**src/rtl/moore_ch_scheduler_pkg.sv**
```systemverilog
// Shared types and constants for the multi-channel Moore scheduler.
// State encoding is {y1,y2,y3}; y3 is the detection bit.
package moore_ch_scheduler_pkg;
   localparam int STATE_W = 3;
   typedef logic [STATE_W-1:0] state_t;

   localparam state_t STATE_IDLE = 3'b000;
   localparam state_t STATE_DET  = 3'b001;

   localparam int Y1_IDX = 2;
   localparam int Y2_IDX = 1;
   localparam int Y3_IDX = 0;
endpackage

```
**src/rtl/moore_ch_scheduler_if.sv**
```systemverilog
// Request/ack and result bus between serial bit sources and the scheduler.
// master: bit sources and status logic; slave: the scheduler.
interface moore_ch_scheduler_if
   import moore_ch_scheduler_pkg::*;
#(
   parameter int NUM_CH = 4
);
   localparam int CH_W = $clog2(NUM_CH);

   logic [NUM_CH-1:0] req;
   logic [NUM_CH-1:0] w;
   logic [NUM_CH-1:0] clr;
   logic [NUM_CH-1:0] ack;
   logic              out_valid;
   logic [CH_W-1:0]   out_ch;
   state_t            out_state;
   logic              out_det;
   logic [NUM_CH-1:0] det_vec;

   modport master (
      output req, w, clr,
      input  ack, out_valid, out_ch, out_state, out_det, det_vec
   );

   modport slave (
      input  req, w, clr,
      output ack, out_valid, out_ch, out_state, out_det, det_vec
   );
endinterface

```
**src/rtl/moore_ch_scheduler_next_state.sv**
```systemverilog
// Shared Moore next-state datapath: 3-bit state plus input bit w.
// Purely combinational, zero latency, no flow control.
module moore_ch_scheduler_next_state
   import moore_ch_scheduler_pkg::*;
(
   input  logic   i_w,
   input  state_t i_state,
   output state_t o_next
);
   logic w_y1;
   logic w_y2;
   logic w_y3;

   assign w_y1 = i_state[Y1_IDX];
   assign w_y2 = i_state[Y2_IDX];
   assign w_y3 = i_state[Y3_IDX];

   assign o_next[Y1_IDX] = ~w_y1 & ~w_y3 & (w_y2 ^ i_w);
   assign o_next[Y2_IDX] = (w_y2 & w_y3) | (w_y1 & w_y3) |
                           (i_w & w_y1 & ~w_y2) | (w_y2 & ~w_y1 & ~i_w);
   // y3 alone keeps the state sticky once detection has occurred
   assign o_next[Y3_IDX] = w_y3 | (w_y1 & w_y2 & i_w);
endmodule

```
**src/rtl/moore_ch_scheduler.sv**
```systemverilog
// Round-robin shares one Moore datapath across NUM_CH channels; ack is same-cycle, result 1 cycle later.
// A channel holds req/w until acked; cleared channels sit out arbitration for that cycle.
module moore_ch_scheduler
   import moore_ch_scheduler_pkg::*;
#(
   parameter int NUM_CH = 4
)(
   input  logic                 i_clk,
   input  logic                 i_rst_n,
   moore_ch_scheduler_if.slave  bus
);
   localparam int              CH_W     = $clog2(NUM_CH);
   localparam logic [CH_W:0]   NUM_CH_X = (CH_W+1)'(NUM_CH);
   localparam logic [CH_W-1:0] LAST_CH  = CH_W'(NUM_CH - 1);

   logic [NUM_CH-1:0] w_elig;
   logic [NUM_CH-1:0] w_ack;
   logic              w_grant_vld;
   logic [CH_W-1:0]   w_grant_ch;
   logic [CH_W-1:0]   w_ptr_nxt;
   state_t            w_cur;
   logic              w_cur_w;
   state_t            w_nxt;
   state_t            w_state_nxt [NUM_CH];

   logic [CH_W-1:0]   r_ptr;
   state_t            r_state [NUM_CH];
   logic              r_out_valid;
   logic [CH_W-1:0]   r_out_ch;
   state_t            r_out_state;
   logic              r_out_det;
   logic [NUM_CH-1:0] r_det_vec;

   assign w_elig = bus.req & ~bus.clr;

   // Cyclic first-eligible search starting at the pointer
   always_comb begin
      logic [CH_W:0] v_idx;
      w_grant_vld = 1'b0;
      w_grant_ch  = '0;
      v_idx       = '0;
      for (int k = 0; k < NUM_CH; k++) begin
         v_idx = {1'b0, r_ptr} + (CH_W+1)'(k);
         if (v_idx >= NUM_CH_X) v_idx = v_idx - NUM_CH_X;
         if (!w_grant_vld && w_elig[v_idx[CH_W-1:0]]) begin
            w_grant_vld = 1'b1;
            w_grant_ch  = v_idx[CH_W-1:0];
         end
      end
   end

   always_comb begin
      w_ack = '0;
      if (i_rst_n && w_grant_vld) w_ack[w_grant_ch] = 1'b1;
   end

   assign w_ptr_nxt = (w_grant_ch == LAST_CH) ? '0 : w_grant_ch + CH_W'(1);
   assign w_cur     = r_state[w_grant_ch];
   assign w_cur_w   = bus.w[w_grant_ch];

   moore_ch_scheduler_next_state u_next_state (
      .i_w     (w_cur_w),
      .i_state (w_cur),
      .o_next  (w_nxt)
   );

   // A granted channel is never cleared, so the two updates cannot collide
   always_comb begin
      for (int i = 0; i < NUM_CH; i++) begin
         w_state_nxt[i] = r_state[i];
         if (bus.clr[i])
            w_state_nxt[i] = STATE_IDLE;
         else if (w_grant_vld && (w_grant_ch == CH_W'(i)))
            w_state_nxt[i] = w_nxt;
      end
   end

   always_ff @(posedge i_clk) begin
      if (!i_rst_n) begin
         r_ptr       <= '0;
         r_out_valid <= 1'b0;
         r_out_ch    <= '0;
         r_out_state <= STATE_IDLE;
         r_out_det   <= 1'b0;
         r_det_vec   <= '0;
         for (int i = 0; i < NUM_CH; i++) r_state[i] <= STATE_IDLE;
      end else begin
         for (int i = 0; i < NUM_CH; i++) begin
            r_state[i]   <= w_state_nxt[i];
            r_det_vec[i] <= w_state_nxt[i][Y3_IDX];
         end
         r_out_valid <= w_grant_vld;
         if (w_grant_vld) begin
            r_ptr       <= w_ptr_nxt;
            r_out_ch    <= w_grant_ch;
            r_out_state <= w_nxt;
            r_out_det   <= w_nxt[Y3_IDX];
         end
      end
   end

   assign bus.ack       = w_ack;
   assign bus.out_valid = r_out_valid;
   assign bus.out_ch    = r_out_ch;
   assign bus.out_state = r_out_state;
   assign bus.out_det   = r_out_det;
   assign bus.det_vec   = r_det_vec;
endmodule
```
**src/flat_wrapper.sv**
```systemverilog
// flat-port wrapper written by rule: the top's interface ports become plain ports
module moore_ch_scheduler_flat import moore_ch_scheduler_pkg::*;
#(
   parameter int NUM_CH = 4
)
  (i_clk, i_rst_n, bus_req, bus_w, bus_clr, bus_ack, bus_out_valid, bus_out_ch, bus_out_state, bus_out_det, bus_det_vec);
  moore_ch_scheduler_if #(.NUM_CH(NUM_CH)) bus_i ();
  input  logic i_clk;
  input  logic i_rst_n;
  input wire logic [$bits(bus_i.req)-1:0] bus_req;
  input wire logic [$bits(bus_i.w)-1:0] bus_w;
  input wire logic [$bits(bus_i.clr)-1:0] bus_clr;
  output wire logic [$bits(bus_i.ack)-1:0] bus_ack;
  output wire logic [$bits(bus_i.out_valid)-1:0] bus_out_valid;
  output wire logic [$bits(bus_i.out_ch)-1:0] bus_out_ch;
  output wire logic [$bits(bus_i.out_state)-1:0] bus_out_state;
  output wire logic [$bits(bus_i.out_det)-1:0] bus_out_det;
  output wire logic [$bits(bus_i.det_vec)-1:0] bus_det_vec;
  assign bus_i.req = bus_req;
  assign bus_i.w = bus_w;
  assign bus_i.clr = bus_clr;
  assign bus_ack = bus_i.ack;
  assign bus_out_valid = bus_i.out_valid;
  assign bus_out_ch = bus_i.out_ch;
  assign bus_out_state = bus_i.out_state;
  assign bus_out_det = bus_i.out_det;
  assign bus_det_vec = bus_i.det_vec;
  moore_ch_scheduler #(.NUM_CH(NUM_CH)) u_core (.i_clk(i_clk), .i_rst_n(i_rst_n), .bus(bus_i));
endmodule
```
**config.mk**
```make
export PLATFORM = sky130hd
export DESIGN_NAME = moore_ch_scheduler_flat
export DESIGN_NICKNAME = d
export VERILOG_FILES = /design/src/rtl/moore_ch_scheduler_pkg.sv /design/src/rtl/moore_ch_scheduler_if.sv /design/src/rtl/moore_ch_scheduler_next_state.sv /design/src/rtl/moore_ch_scheduler.sv /design/src/flat_wrapper.sv
export SDC_FILE = /design/constraint.sdc
export NUM_CORES = 1
export LEC_CHECK = 0
export BUFFER_PORTS_ARGS = -buffer_cell sky130_fd_sc_hd__buf_2
export CAP_MARGIN = 20
export CORE_AREA = 5 5 53 55
export CTS_CLUSTER_SIZE = 30
export DETAILED_ROUTE_END_ITERATION = 10
export DIE_AREA = 0 0 58 60
export HOLD_SLACK_MARGIN = 0.05
export PLACE_DENSITY = 0.93
export SYNTH_ARGS = -nofsm -noshare
export SYNTH_HDL_FRONTEND = slang
export SYNTH_SLANG_ARGS = --single-unit
```
**constraint.sdc**
```tcl
create_clock -name i_clk -period 3.9 [get_ports i_clk]
set_input_delay 0 -clock i_clk [delete_from_list [all_inputs] [get_ports i_clk]]
set_output_delay 0 -clock i_clk [all_outputs]
set_load 0.01 [all_outputs]
```
==> results by stage, run 1 <==
Status:
- The flow ran to the end, and the final reports show no timing, DRC or antenna violations.

Power and ir drop:
- Power spread over the standard cell area amounts to 405 nW/um^2.
- The leakage power summed over all cells is 0.604 nW.
- IR analysis of the VDD net gives a maximum drop of 0.294 mV.
- The power after layout is 0.582 mW.

Worst setup path:
- The register-to-register setup slack is 1.45 ns.
- Walking the worst path, the cells encountered are dlygate4sd3_1 -> buf_2 -> nand2b_1 -> o221a_2 -> o21ai_2 -> a21oi_1 -> a32o_2 -> o31a_1 -> a311oi_1.
- The setup path with the least slack is of type in -> reg.
- The maximum fanout along the worst path is 14.
- The cell family contributing the most delay on the critical path is compound AO/OA/AOI/OAI gates.
- The buffers plus inverters on the worst setup path is 2.
- The worst-case reg-to-reg path depth is 9.
- STA classifies the critical path endpoint as a flip-flop.
- STA puts the critical path data arrival time at 2.73 ns.
- The launch point of the worst reg-to-reg path is u_core.r_ptr[1].
- The largest stage delay on the critical path is 0.53 ns.
- For the worst setup path, the data required time is 4.11 ns.
- Among all stages on the critical path, the largest delay is contributed by sky130_fd_sc_hd__dlygate4sd3_1.
- The critical path launch point type is a primary input.
- The end of the worst register-to-register path is u_core.bus.det_vec[2].

Layout:
- The number of nets at the end of the flow is 192.
- In the layout the commonest cells are 28 x sky130_fd_sc_hd__buf_2, 24 x sky130_fd_sc_hd__nand2_1, 20 x sky130_fd_sc_hd__dfxtp_1, 13 x sky130_fd_sc_hd__a21oi_1, 8 x sky130_fd_sc_hd__nand4b_1.
- The layout has 211 filler cells.
- In the final layout, the multi-input gates occupy 752 um^2.
- The library cell used most frequently in the layout, excluding fill and tap cells, is sky130_fd_sc_hd__buf_2.
- The finished layout holds 203 standard cells, fillers aside.
- In the final layout, the share of cells above drive strength 1 is 0.260.
- The layout-stage area growth over the synthesis result is 14.5%.
- The repair_antennas step left the layout with diodes totalling 0.
- The utilization after layout is 0.613.
- The sequential cell area in the final layout is 400 um^2.
- The summed area of non-filler cells in the final layout is 1440 um^2.

Route:
- Before antenna repair, the detailed router went through 4 iterations.
- In this run the remaining antenna-violating nets after routing total 0.
- The total number of vias is 1239.
- The first-iteration detailed-routing DRC count is 54.
- The post-route DRC violation count is 0.
- After detailed routing, the total wire length is 3340 um.
- Using the TritonRoute via totals, the vias-per-cell ratio works out to 6.10.
- In the final routed layout, each cell accounts on average for 16.4 um.

Yosys:
- The post-synthesis sequential area ratio is 0.319.
- Yosys printed 0 warnings.
- Of the post-synthesis cell area, the dominant cell type holds 0.319.
- sky130_fd_sc_hd__dfxtp_1 takes more of the synthesized area than any other cell.
- In this run, synthesis produced a sequential element count of 20.
- The flip-flop cell with the highest count after synthesis is sky130_fd_sc_hd__dfxtp_1.
- The count of distinct cell types in the synthesized netlist is 39.
- The area of the mapped netlist is 1250 um^2.
- The cell count after synthesis came out at 150.
- A synthesized cell averages 8.36 um^2.
- The total nets after synthesis is 168.
- The number of synthesized flops with an enable pin is 0.
- After synthesis, the cell types taking the most area are sky130_fd_sc_hd__dfxtp_1 32%, sky130_fd_sc_hd__nand2_1 7.2%, sky130_fd_sc_hd__nand4b_1 5.6%.
- In the synthesized netlist the async set-or-reset flop fraction comes to 0.

Timing:
- Of the available clock period, the critical path in the final layout requires 0.647.
- The count of endpoints failing hold in the final timing report came to 0.
- The worst clock skew is 0.00187 ns.
- The worst path in the final design needs a cycle of 2.52 ns, including I/O delays and setup.
- The worst hold-check slack is 0.0617 ns.
- The aggregate negative setup slack is 0 ns.
- Once routing completed, OpenROAD measured the worst setup slack at 1.38 ns.
- Setup violations remaining at the end of the flow were counted as 0.
- The measured slew at the worst slew-check pin is 0.827 ns.
- Derived from the worst setup path, the maximum achievable clock frequency is 396 MHz.
- The worst pin sits at a relative slew slack of 0.447.
- Setup repair after global routing left no endpoint under its margin.
- The total count of max-transition violations in the final report is 0.

Min path:
- The worst hold path begins at bus_clr[2].
- The worst hold path was traced through 3 stages.
- The path type of the worst min-delay path is in -> reg.
- The worst hold path terminates at u_core.r_state[2][1].

Place:
- Once placement finished, the instance area stood at 1350 um^2.
- The worst slack after detailed placement is 1.50 ns.
- Counting tap cells, the placed design contains a total of 196 instances.
- The count of input and output buffers is 28.
- The wire-length estimate of the detail-placed layout is 2450 um.
- The global placer's final weighted congestion is 1.04.

GRT:
- The overall fraction of global-route tracks in use is 0.206.
- The met2 global-route usage is 0.365.
- Entering global routing, the biggest net connects 24 pins.
- The layer with the highest usage is met2.
- The first global-routing pass estimated 5560 um of wire.
- The global routing met1 resource utilization is 0.238.
- The total congestion overflow is 0.
- For this run, global-route usage on met3 was measured as 0.0346.
- The initial antenna violation count came to 0.
- The number of global-route vias before repair was 1259.

CTS:
- TritonCTS built the clock tree.
- The clock net in this run drives a total of 20 sinks.
- The total number of H-tree levels is 1.
- The buffer type at the clock tree root is sky130_fd_sc_hd__clkbuf_4.
- Clock-pin slew was measured on the worst setup and hold paths at 0.12 ns.
- Buffers inserted during clock tree synthesis total 3.
- The clock passes through at most 2 buffers.
- The source-to-sink clock delay at the later pin of the worst-skew pair is 0.31 ns.

Die:
- The width of the die is 58 um.
- The core box area is 2340 um^2.
- The floorplan step set the die height to 60 um.
- The floorplan step defined a die boundary enclosing 3480 um^2.
- The cell row count is 18.
- The initial utilization of the core area, before any placement, comes to 0.535.
- The number of top-level pins is 29.

Flow run:
- The count of maximum capacitance violations is 0.
==> report_power, final <==
group	switching, mW	leakage (nW)	total, mW	internal [mW]
clock	0.0688	0.0279	0.173	0.104
combinational	0.113	0.413	0.179	0.0666
sequential	0.0109	0.163	0.230	0.219
total	0.192	0.604	0.582	0.389
==> synth_stat cells, drive strengths merged (3+ instances only) <==
cell,count
ha,4
nor3b,4
nor2,4
inv,6
clkbuf,4
o21ai,5
a21boi,3
nand2,25
a311oi,6
buf,8
a21oi,13
nand2b,7
nand4b,8
nor2b,4
o31ai,4
a32o,3
and3,4
dfxtp,20
==> per-layer routing <==
metal  routed length, um  vias to the layer above  share of wire
li1                    -                      593              -
met1                1340                      571           0.40
met2                1660                       63           0.50
met3                 251                       12          0.075
met4                  87                        0          0.026
met5                   0                        -              0
==> worst max-delay path by stage <==
stage                    start                     to  slack, ns  depth (start not counted)
6_report            bus_clr[0]  u_core.bus.det_vec[2]       1.38                          9
5_1_grt        u_core.r_ptr[1]  u_core.bus.det_vec[2]       1.22                          9
4_1_cts             bus_clr[0]  u_core.bus.det_vec[2]       1.38                          9
3_5_place_dp   u_core.r_ptr[0]  u_core.bus.det_vec[2]       1.50                          7
3_3_place_gp   u_core.r_ptr[0]   u_core.r_state[1][1]       1.62                          8
2_1_floorplan  u_core.r_ptr[1]   u_core.r_state[0][1]       1.84                         10
==> state kept, by name, summed over array words and instances (netlist names) <==
register / flops
u_core.bus.det_vec: 3
u_core.bus.out_ch: 2
u_core.bus.out_state: 3
u_core.bus.out_valid: 1
u_core.r_ptr: 2
u_core.r_state: 9
==> worst reg2reg max path: cells and delay by family (launching register included) <==
| kind | cells | cell delay [ns] |
|---|---|---|
| compound gates | 4 | 1.19 |
| flops | 1 | 0.42 |
| buf+inv | 1 | 0.18 |
| simple gates | 4 | 0.51 |
==> layout make-up <==
| cell class | count | share of cell area |
|---|---|---|
| clock buffers | 3 | 0.0157 |
| multi-input cells | 112 | 0.524 |
| clock inverters | 1 | 0.0209 |
| well taps | 30 | 0.0262 |
| inverters | 6 | 0.0157 |
| flip-flops and latches | 20 | 0.279 |
| repair buffers | 31 | 0.119 |
==> cells by family after synthesis <==
| group | synth area share |
|---|---|
| and+or+nand+nor | 0.283 |
| xor gates and xnor gates | 0.00699 |
| AOI/OAI and AO/OA | 0.269 |
| buffers and inverters | 0.0808 |
| DFF | 0.319 |
| adders and majority gates | 0.0399 |
==> repair_timing <==
| item | in CTS | in global routing |
|---|---|---|
| hold buffers | 3 | 0 |
| gates resized for setup | 0 | 0 |
| buffers inserted | 0 | 0 |
| endpoints found under the hold margin | 3 | 0 |
Power figures use the tool's default switching activity.
==> run 2: changes to the inputs <==
--- a/config.mk
+++ b/config.mk
@@ -7,12 +7,12 @@
 export LEC_CHECK = 0
 export BUFFER_PORTS_ARGS = -buffer_cell sky130_fd_sc_hd__buf_2
 export CAP_MARGIN = 20
-export CORE_AREA = 5 5 53 55
+export CORE_AREA = 5 5 58 60
 export CTS_CLUSTER_SIZE = 30
 export DETAILED_ROUTE_END_ITERATION = 10
-export DIE_AREA = 0 0 58 60
+export DIE_AREA = 0 0 63 65
 export HOLD_SLACK_MARGIN = 0.05
-export PLACE_DENSITY = 0.93
+export PLACE_DENSITY = 0.83
 export SYNTH_ARGS = -nofsm -noshare
 export SYNTH_HDL_FRONTEND = slang
 export SYNTH_SLANG_ARGS = --single-unit
==> constraint.sdc (replaced) <==
create_clock -name i_clk -period 2.21 [get_ports i_clk]
set_input_delay 0 -clock i_clk [delete_from_list [all_inputs] [get_ports i_clk]]
set_output_delay 0 -clock i_clk [all_outputs]
set_load 0.01 [all_outputs]
==> results by stage, run 2 (synthesized netlist as in run 1, its figures left out) <==
Status:
- The run finished, with violations left.
- The final reports fail on setup timing.

Die:
- The die covers 4100 um^2.
- For this configuration, the core starts out at a cell density of 0.436.
- The core box area is 2880 um^2.
- From left edge to right edge, the die measures 63 um.
- The cell row count is 20.
- The die is 65 um tall.
- The number of top-level pins is 29.

Place:
- Summed over all nets, the half-perimeter wirelength after detailed placement is 2440 um.
- Port buffering added 28 buffers.
- Prior to clock tree synthesis, the placed netlist has a worst setup slack of -0.0145 ns.
- The congestion estimate from routability-driven global placement came to 0.927.

Worst setup path:
- Data on the critical path is required at its endpoint by 2.45 ns.
- The critical path launch point type is a primary input.
- Among all stages on the critical path, the largest delay is contributed by sky130_fd_sc_hd__dlygate4sd3_1.
- The signal on the critical path passes through dlygate4sd3_1 -> buf_2 -> nand2b_1 -> a311o_1 -> nand2_4 -> buf_6 -> nor3b_1 -> a311oi_1 -> o22ai_1 -> a22o_4 -> o31ai_2.
- The largest stage delay on the critical path is 0.53 ns.
- The cell family contributing the most delay on the critical path is compound AO/OA/AOI/OAI gates.
- The end of the worst register-to-register path is u_core.r_state[0][1].
- The maximum fanout along the worst path is 7.
- The worst-case reg-to-reg path depth is 9.
- The type of the worst setup path is in -> reg.
- The worst setup path is captured at a flip-flop.
- The worst register-to-register path begins at u_core.r_ptr[0].
- Counting both buffers and inverters, the worst setup path holds a total of 3.
- STA puts the critical path data arrival time at 2.48 ns.
- Setup slack on the worst reg-to-reg path comes out at -0.02 ns.

Power and ir drop:
- The worst-case IR drop observed on VDD is 0.466 mV.
- The power density over the cells is 695 nW/um^2.
- The design draws 1.12 mW.
- For this design the static power due to leakage is 0.703 nW.

CTS:
- The TritonCTS clock tree is yes.
- CTS built an H-tree with a depth of 1.
- After clock tree synthesis, the clock-pin slew on the worst setup and hold paths is 0.12 ns.
- The number of buffers inserted during clock tree synthesis is 3.
- The buffer depth of the longest clock path is 2.
- The buffer type at the clock tree root is sky130_fd_sc_hd__clkbuf_4.
- The sink count of the clock tree is 20.
- Clock latency on the worst-skew pair, taken at its later pin, is 0.31 ns.

Layout:
- The library cell used most frequently in the layout, excluding fill and tap cells, is sky130_fd_sc_hd__buf_2.
- The register with the most flip-flops in the final layout is u_core.r_state.
- The utilization after layout is 0.562.
- The register with the most flip-flops in the layout has 9 of them.
- For this run, the post-layout net count is 209.
- The share of final-layout standard cells stronger than drive strength 1 is 0.358.
- The layout-stage area growth over the synthesis result is 28.9%.
- The top cell types in the final layout, fill and taps aside, are 28 x sky130_fd_sc_hd__buf_2, 24 x sky130_fd_sc_hd__nand2_1, 19 x sky130_fd_sc_hd__dfxtp_1, 14 x sky130_fd_sc_hd__buf_4, 13 x sky130_fd_sc_hd__a21oi_1.
- 0 antenna diodes ended up in the layout.

Route:
- The routed length per instance is 15.9 um.
- The per-cell via count in the routed design is 5.77.
- The first-iteration detailed-routing DRC count is 91.
- After detailed routing, the total wire length is 3550 um.
- The total number of vias is 1287.
- Once detail routing completed, the nets flagged for antenna violations numbered 0.
- The post-route DRC violation count is 0.
- The total iterations of the first detailed-routing run is 4.

Timing:
- Setup repair after global routing could not meet its margin everywhere.
- The minimum clock period after layout is 2.25 ns.
- The setup-violating endpoint count in the final report is 2.
- The share of the clock period used by the worst path after layout is 1.02.
- The count of endpoints failing hold in the final timing report is 0.
- The clock arrives with 0.00316 ns of skew.
- The measured slew at the worst slew-check pin is 0.399 ns.
- The worst pin sits at a relative slew slack of 0.730.
- The total count of max-transition violations in the final report was 0.
- In the post-route analysis, the smallest setup slack over all paths is -0.0376 ns.
- The aggregate negative setup slack is -0.0704 ns.
- Static timing analysis puts the maximum clock frequency at 445 MHz.

GRT:
- The wire length of the first global-routing pass is 5540 um.
- The total congestion overflow is 0.
- The overall fraction of global-route tracks in use is 0.164.
- The initial antenna violation count is 0.
- The maximum number of pins on one net before global-route repair is 21.
- The number of global-route vias before repair came to 1194.

Min path:
- The hold path endpoint is u_core.bus.out_valid.
- The critical hold path startpoint is i_rst_n.
- The hold-critical path depth is 3.
- The path type of the worst min-delay path is in -> reg.

Flow run:
- Across the run, the number of max-cap violations was 0.
run 2: what timing repair did:
item | 4_1_cts | 5_1_grt
hold buffers | 4 | 0
pin swaps | 1 | 4
buffers inserted | 3 | 4
hold endpoints to repair | 4 | 0
resized for setup | 0 | 11
setup endpoints to repair | 7 | 19
run 2: power by group:
group	leakage [nW]	total, mW	switching (mW)	internal (mW)
Sequential	0.163	0.404	0.0171	0.387
Clock	0.0279	0.306	0.123	0.183
Combinational	0.512	0.414	0.228	0.186
Total	0.703	1.12	0.368	0.756
run 2: metal layers:
layer / global-route usage / up-vias / routed length [um]
li1: - / 629 / -
met1: 0.213 / 595 / 1390
met2: 0.273 / 52 / 1870
met3: 0.0243 / 11 / 208
met4: 0.0637 / 0 / 73
met5: 0 / - / 0
run 2: final cells by class:
type                            count  area, um^2
Clock buffer                        3        22.5
Fill cell                         265        1260
Multi-Input combinational cell    112         779
Tap cell                           33        41.3
Clock inverter                      1        30.0
Timing Repair Buffer               48         317
Sequential cell                    20         402
Inverter                            6        25.0
run 2: through the flow:
step	instances	instance area, um^2	hold slack, ns
2_1_floorplan	150	1250	0.195
3_3_place_gp	208	1420	0.321
3_5_place_dp	208	1420	0.323
4_1_cts	219	1540	0.0716
5_1_grt	223	1620	0.0985
6_report	223	1620	0.0778
run 2: worst max-delay path by stage:
stage | from | end | slack (ns) | cells after the start
floorplan | u_core.r_ptr[1] | u_core.r_state[0][1] | 0.15 | 10
global placement | u_core.r_ptr[0] | u_core.bus.det_vec[2] | 0.03 | 7
detailed placement | u_core.r_ptr[0] | u_core.bus.det_vec[1] | -0.01 | 7
CTS | bus_clr[1] | u_core.r_state[0][1] | 0.03 | 11
global route | u_core.r_ptr[0] | u_core.r_state[0][1] | -0.09 | 9
finish | bus_clr[1] | u_core.r_state[0][1] | -0.04 | 11
run 2: worst register-to-register path, stage by stage, from the launching register on:
cell and delay, ns:
sky130_fd_sc_hd__dfxtp_2 0.36, sky130_fd_sc_hd__nor3b_2 0.21, sky130_fd_sc_hd__a311o_1 0.19, sky130_fd_sc_hd__nand2_4 0.11, sky130_fd_sc_hd__buf_6 0.15, sky130_fd_sc_hd__buf_4 0.13, sky130_fd_sc_hd__a311oi_1 0.33, sky130_fd_sc_hd__o22ai_1 0.15
sky130_fd_sc_hd__a22o_4 0.31, sky130_fd_sc_hd__o31ai_2 0.23
==> run 3: changes to the inputs <==
--- a/config.mk
+++ b/config.mk
@@ -7,12 +7,13 @@
 export LEC_CHECK = 0
 export BUFFER_PORTS_ARGS = -buffer_cell sky130_fd_sc_hd__buf_2
 export CAP_MARGIN = 20
-export CORE_AREA = 5 5 58 60
+export CORE_AREA = 5 5 55 57
 export CTS_CLUSTER_SIZE = 30
 export DETAILED_ROUTE_END_ITERATION = 10
-export DIE_AREA = 0 0 63 65
+export DIE_AREA = 0 0 60 62
 export HOLD_SLACK_MARGIN = 0.05
-export PLACE_DENSITY = 0.83
+export PLACE_DENSITY = 0.87
+export SETUP_SLACK_MARGIN = 0.5
 export SYNTH_ARGS = -nofsm -noshare
 export SYNTH_HDL_FRONTEND = slang
 export SYNTH_SLANG_ARGS = --single-unit
==> constraint.sdc (replaced) <==
create_clock -name i_clk -period 2.2 [get_ports i_clk]
set_input_delay 0 -clock i_clk [delete_from_list [all_inputs] [get_ports i_clk]]
set_output_delay 0 -clock i_clk [all_outputs]
set_load 0.01 [all_outputs]
==> results by stage, run 3 (synthesized netlist as in run 1, its figures left out) <==
Layout:
- The register with the most flip-flops is u_core.r_state.
- Of the cells placed in the final design, the portion with a size suffix greater than 1 is 0.440.
- The library cell used most frequently in the layout, excluding fill and tap cells, is sky130_fd_sc_hd__buf_2.
- The number of non-filler instances in the completed layout is 223.
- The register with the most flip-flops in the layout has 9 of them.
- In the final design database the tool counted 212 nets.
- With fillers left out, the area of the finished cells amounts to 1760 um^2.
- The layout-stage area growth over the synthesis result is 40.5%.
- In the layout the commonest cells are 28 x sky130_fd_sc_hd__buf_2, 23 x sky130_fd_sc_hd__nand2_1, 18 x sky130_fd_sc_hd__dfxtp_1, 13 x sky130_fd_sc_hd__buf_4, 8 x sky130_fd_sc_hd__nand4b_1.
- Measured on the finished design, the core utilization comes to 0.724.
- The final antenna diode count is 0.

Worst setup path:
- Setup slack on the worst reg-to-reg path comes out at 0.04 ns.
- The launch point of the worst reg-to-reg path is u_core.r_ptr[0].
- The worst setup path is launched from a flip-flop.
- The timing startpoint of the critical path is u_core.r_ptr[0].
- The worst setup path is of the reg -> reg kind.
- Along the worst path, the maximum fanout reaches 5.
- At the worst endpoint, the required time is 2.42 ns.
- In this run the critical register-to-register path is captured at u_core.bus.det_vec[0].
- The worst-case reg-to-reg path depth is 9.
- The end point of the critical path is u_core.bus.det_vec[0].
- STA classifies the critical path endpoint as a flip-flop.
- For the worst setup path, the data arrival time is 2.39 ns.

GRT:
- The overall fraction of global-route tracks in use is 0.228.
- The number of global-route vias before repair is 1382.
- After global routing the overflow that remains totals 0.
- The maximum number of pins on one net before global-route repair is 24.
- The initial antenna violation count is 0.
- The wire length of the first global-routing pass is 6400 um.

CTS:
- The clock slew at the register clock pins of the worst setup and hold paths is 0.12 ns.
- The TritonCTS clock tree is yes.
- The cell sitting at the root of the clock tree is a sky130_fd_sc_hd__clkbuf_4.
- Counting the buffers created by CTS gives 3.
- The later pin in the worst-skew pair is clocked with a latency of 0.31 ns.
- The buffer depth of the longest clock path is 2.
- In this run the number of H-tree levels came out at 1.
- CTS saw 20 sinks.

Power and ir drop:
- The power after layout is 1.22 mW.
- IR analysis of the VDD net gives a maximum drop of 0.657 mV.
- The leakage power summed over all cells is 0.729 nW.
- The power density over the cells is 695 nW/um^2.

Place:
- Routability-driven placement finished with a final weighted congestion of 0.886.
- The total placed instance area is 1430 um^2.
- Summed over all nets, the half-perimeter wirelength after detailed placement is 2520 um.
- Including well taps, the total number of placed cells is 202.
- The count of input and output buffers is 28.

Die:
- The region available for standard cell placement spans 2430 um^2.
- In this run the core area contains 18 standard-cell rows.
- In this run the count of I/O pins placed on the die edge is 29.
- The die is 62 um tall.
- For this configuration, the core starts out at a cell density of 0.515.
- The width of the die is 60 um.
- The floorplan step defined a die boundary enclosing 3720 um^2.

Route:
- Before antenna repair, the detailed router went through 4 iterations.
- The number of nets with antenna violations after detailed routing is 0.
- The per-cell via count in the routed design is 6.38.
- After detailed routing, the total wire length is 4310 um.
- The routed length per instance is 19.3 um.
- After the first detailed-routing iteration, the DRC count stood at 98.
- The post-route DRC violation count is 0.
- The total number of vias is 1423.

Timing:
- The worst clock skew is 0.00504 ns.
- The setup-violating endpoint count in the final report is 0.
- In the finished design, the share of the clock period the worst path needs comes to 0.983.
- The count of endpoints failing hold in the final timing report came to 0.
- The relative slew slack is 0.668.
- The minimum clock period after layout is 2.16 ns.
- The measured slew at the worst slew-check pin is 0.491 ns.
- Static timing analysis puts the maximum clock frequency at 462 MHz.
- The total count of max-transition violations in the final report was 0.
- Setup repair after global routing could not meet its margin everywhere.

Flow run:
- The tool flagged a number of max-cap violations equal to 0.

Status:
- The flow ran to the end, and the final reports show no timing, DRC or antenna violations.

Min path:
- The path type of the worst min-delay path is in -> reg.
- The critical hold path startpoint is bus_clr[2].
[run 3: per-stage QoR]
| stage | hold slack (ns) | setup slack [ns] | TNS, ns |
|---|---|---|---|
| 3_3_place_gp | 0.322 | 0.118 | 0 |
| 6_report | 0.0690 | 0.0368 | 0 |
| 5_1_grt | 0.0710 | -0.00648 | -0.0158 |
| 4_1_cts | 0.0512 | 0.135 | 0 |
| 2_1_floorplan | 0.195 | 0.321 | 0 |
| 3_5_place_dp | 0.332 | 0.0109 | 0 |
[run 3: final cells by class]
cell class              instances  area (um^2)
clock inverters                 1         30.0
repair buffers                 49          337
flip-flops and latches         20          405
fillers                       163          671
inverters                       6         30.0
multi-input cells             113          893
repair inverters                1         6.26
clock buffers                   3         22.5
well taps                      30         37.5
[run 3: worst min-delay path by stage]
stage                                      end  slack [ns]  cells past startpoint
after floorplan           u_core.r_state[3][2]        0.20                      2
after global placement    u_core.r_state[3][1]        0.32                      3
after detailed placement  u_core.r_state[1][1]        0.33                      3
after CTS                 u_core.r_state[2][1]        0.05                      3
final                     u_core.r_state[2][1]        0.07                      3
after global routing      u_core.r_state[2][1]        0.07                      3
[run 3: power breakdown]
part	internal (mW)	total, mW	switching, mW
logic	0.222	0.507	0.285
clock network	0.184	0.307	0.122
registers	0.389	0.410	0.0212
total	0.795	1.22	0.429
[run 3: what timing repair did]
| action | in CTS | in global routing |
|---|---|---|
| hold buffers | 3 | 0 |
| setup endpoints to repair | 20 | 20 |
| setup buffers | 12 | 0 |
| gates cloned | 1 | 1 |
| pin swaps | 15 | 4 |
| resized for setup | 13 | 15 |
| endpoints found under the hold margin | 3 | 0 |
[run 3: metal layers]
| layer | GRT usage | up-vias | part of all wire |
|---|---|---|---|
| li1 | - | 633 | - |
| met1 | 0.271 | 677 | 0.41 |
| met2 | 0.384 | 91 | 0.47 |
| met3 | 0.0496 | 22 | 0.077 |
| met4 | 0.123 | 0 | 0.041 |
| met5 | 0 | - | 0 |
[run 3: worst max-delay path, stage by stage (launching register included)]
cell and delay [ns]:
sky130_fd_sc_hd__dfxtp_4 0.38, sky130_fd_sc_hd__nor3b_2 0.16, sky130_fd_sc_hd__a311o_1 0.20, sky130_fd_sc_hd__nand2_4 0.09, sky130_fd_sc_hd__buf_8 0.15, sky130_fd_sc_hd__inv_8 0.08
sky130_fd_sc_hd__nand2_2 0.05, sky130_fd_sc_hd__a32o_2 0.30, sky130_fd_sc_hd__o31a_1 0.39, sky130_fd_sc_hd__a311oi_1 0.29
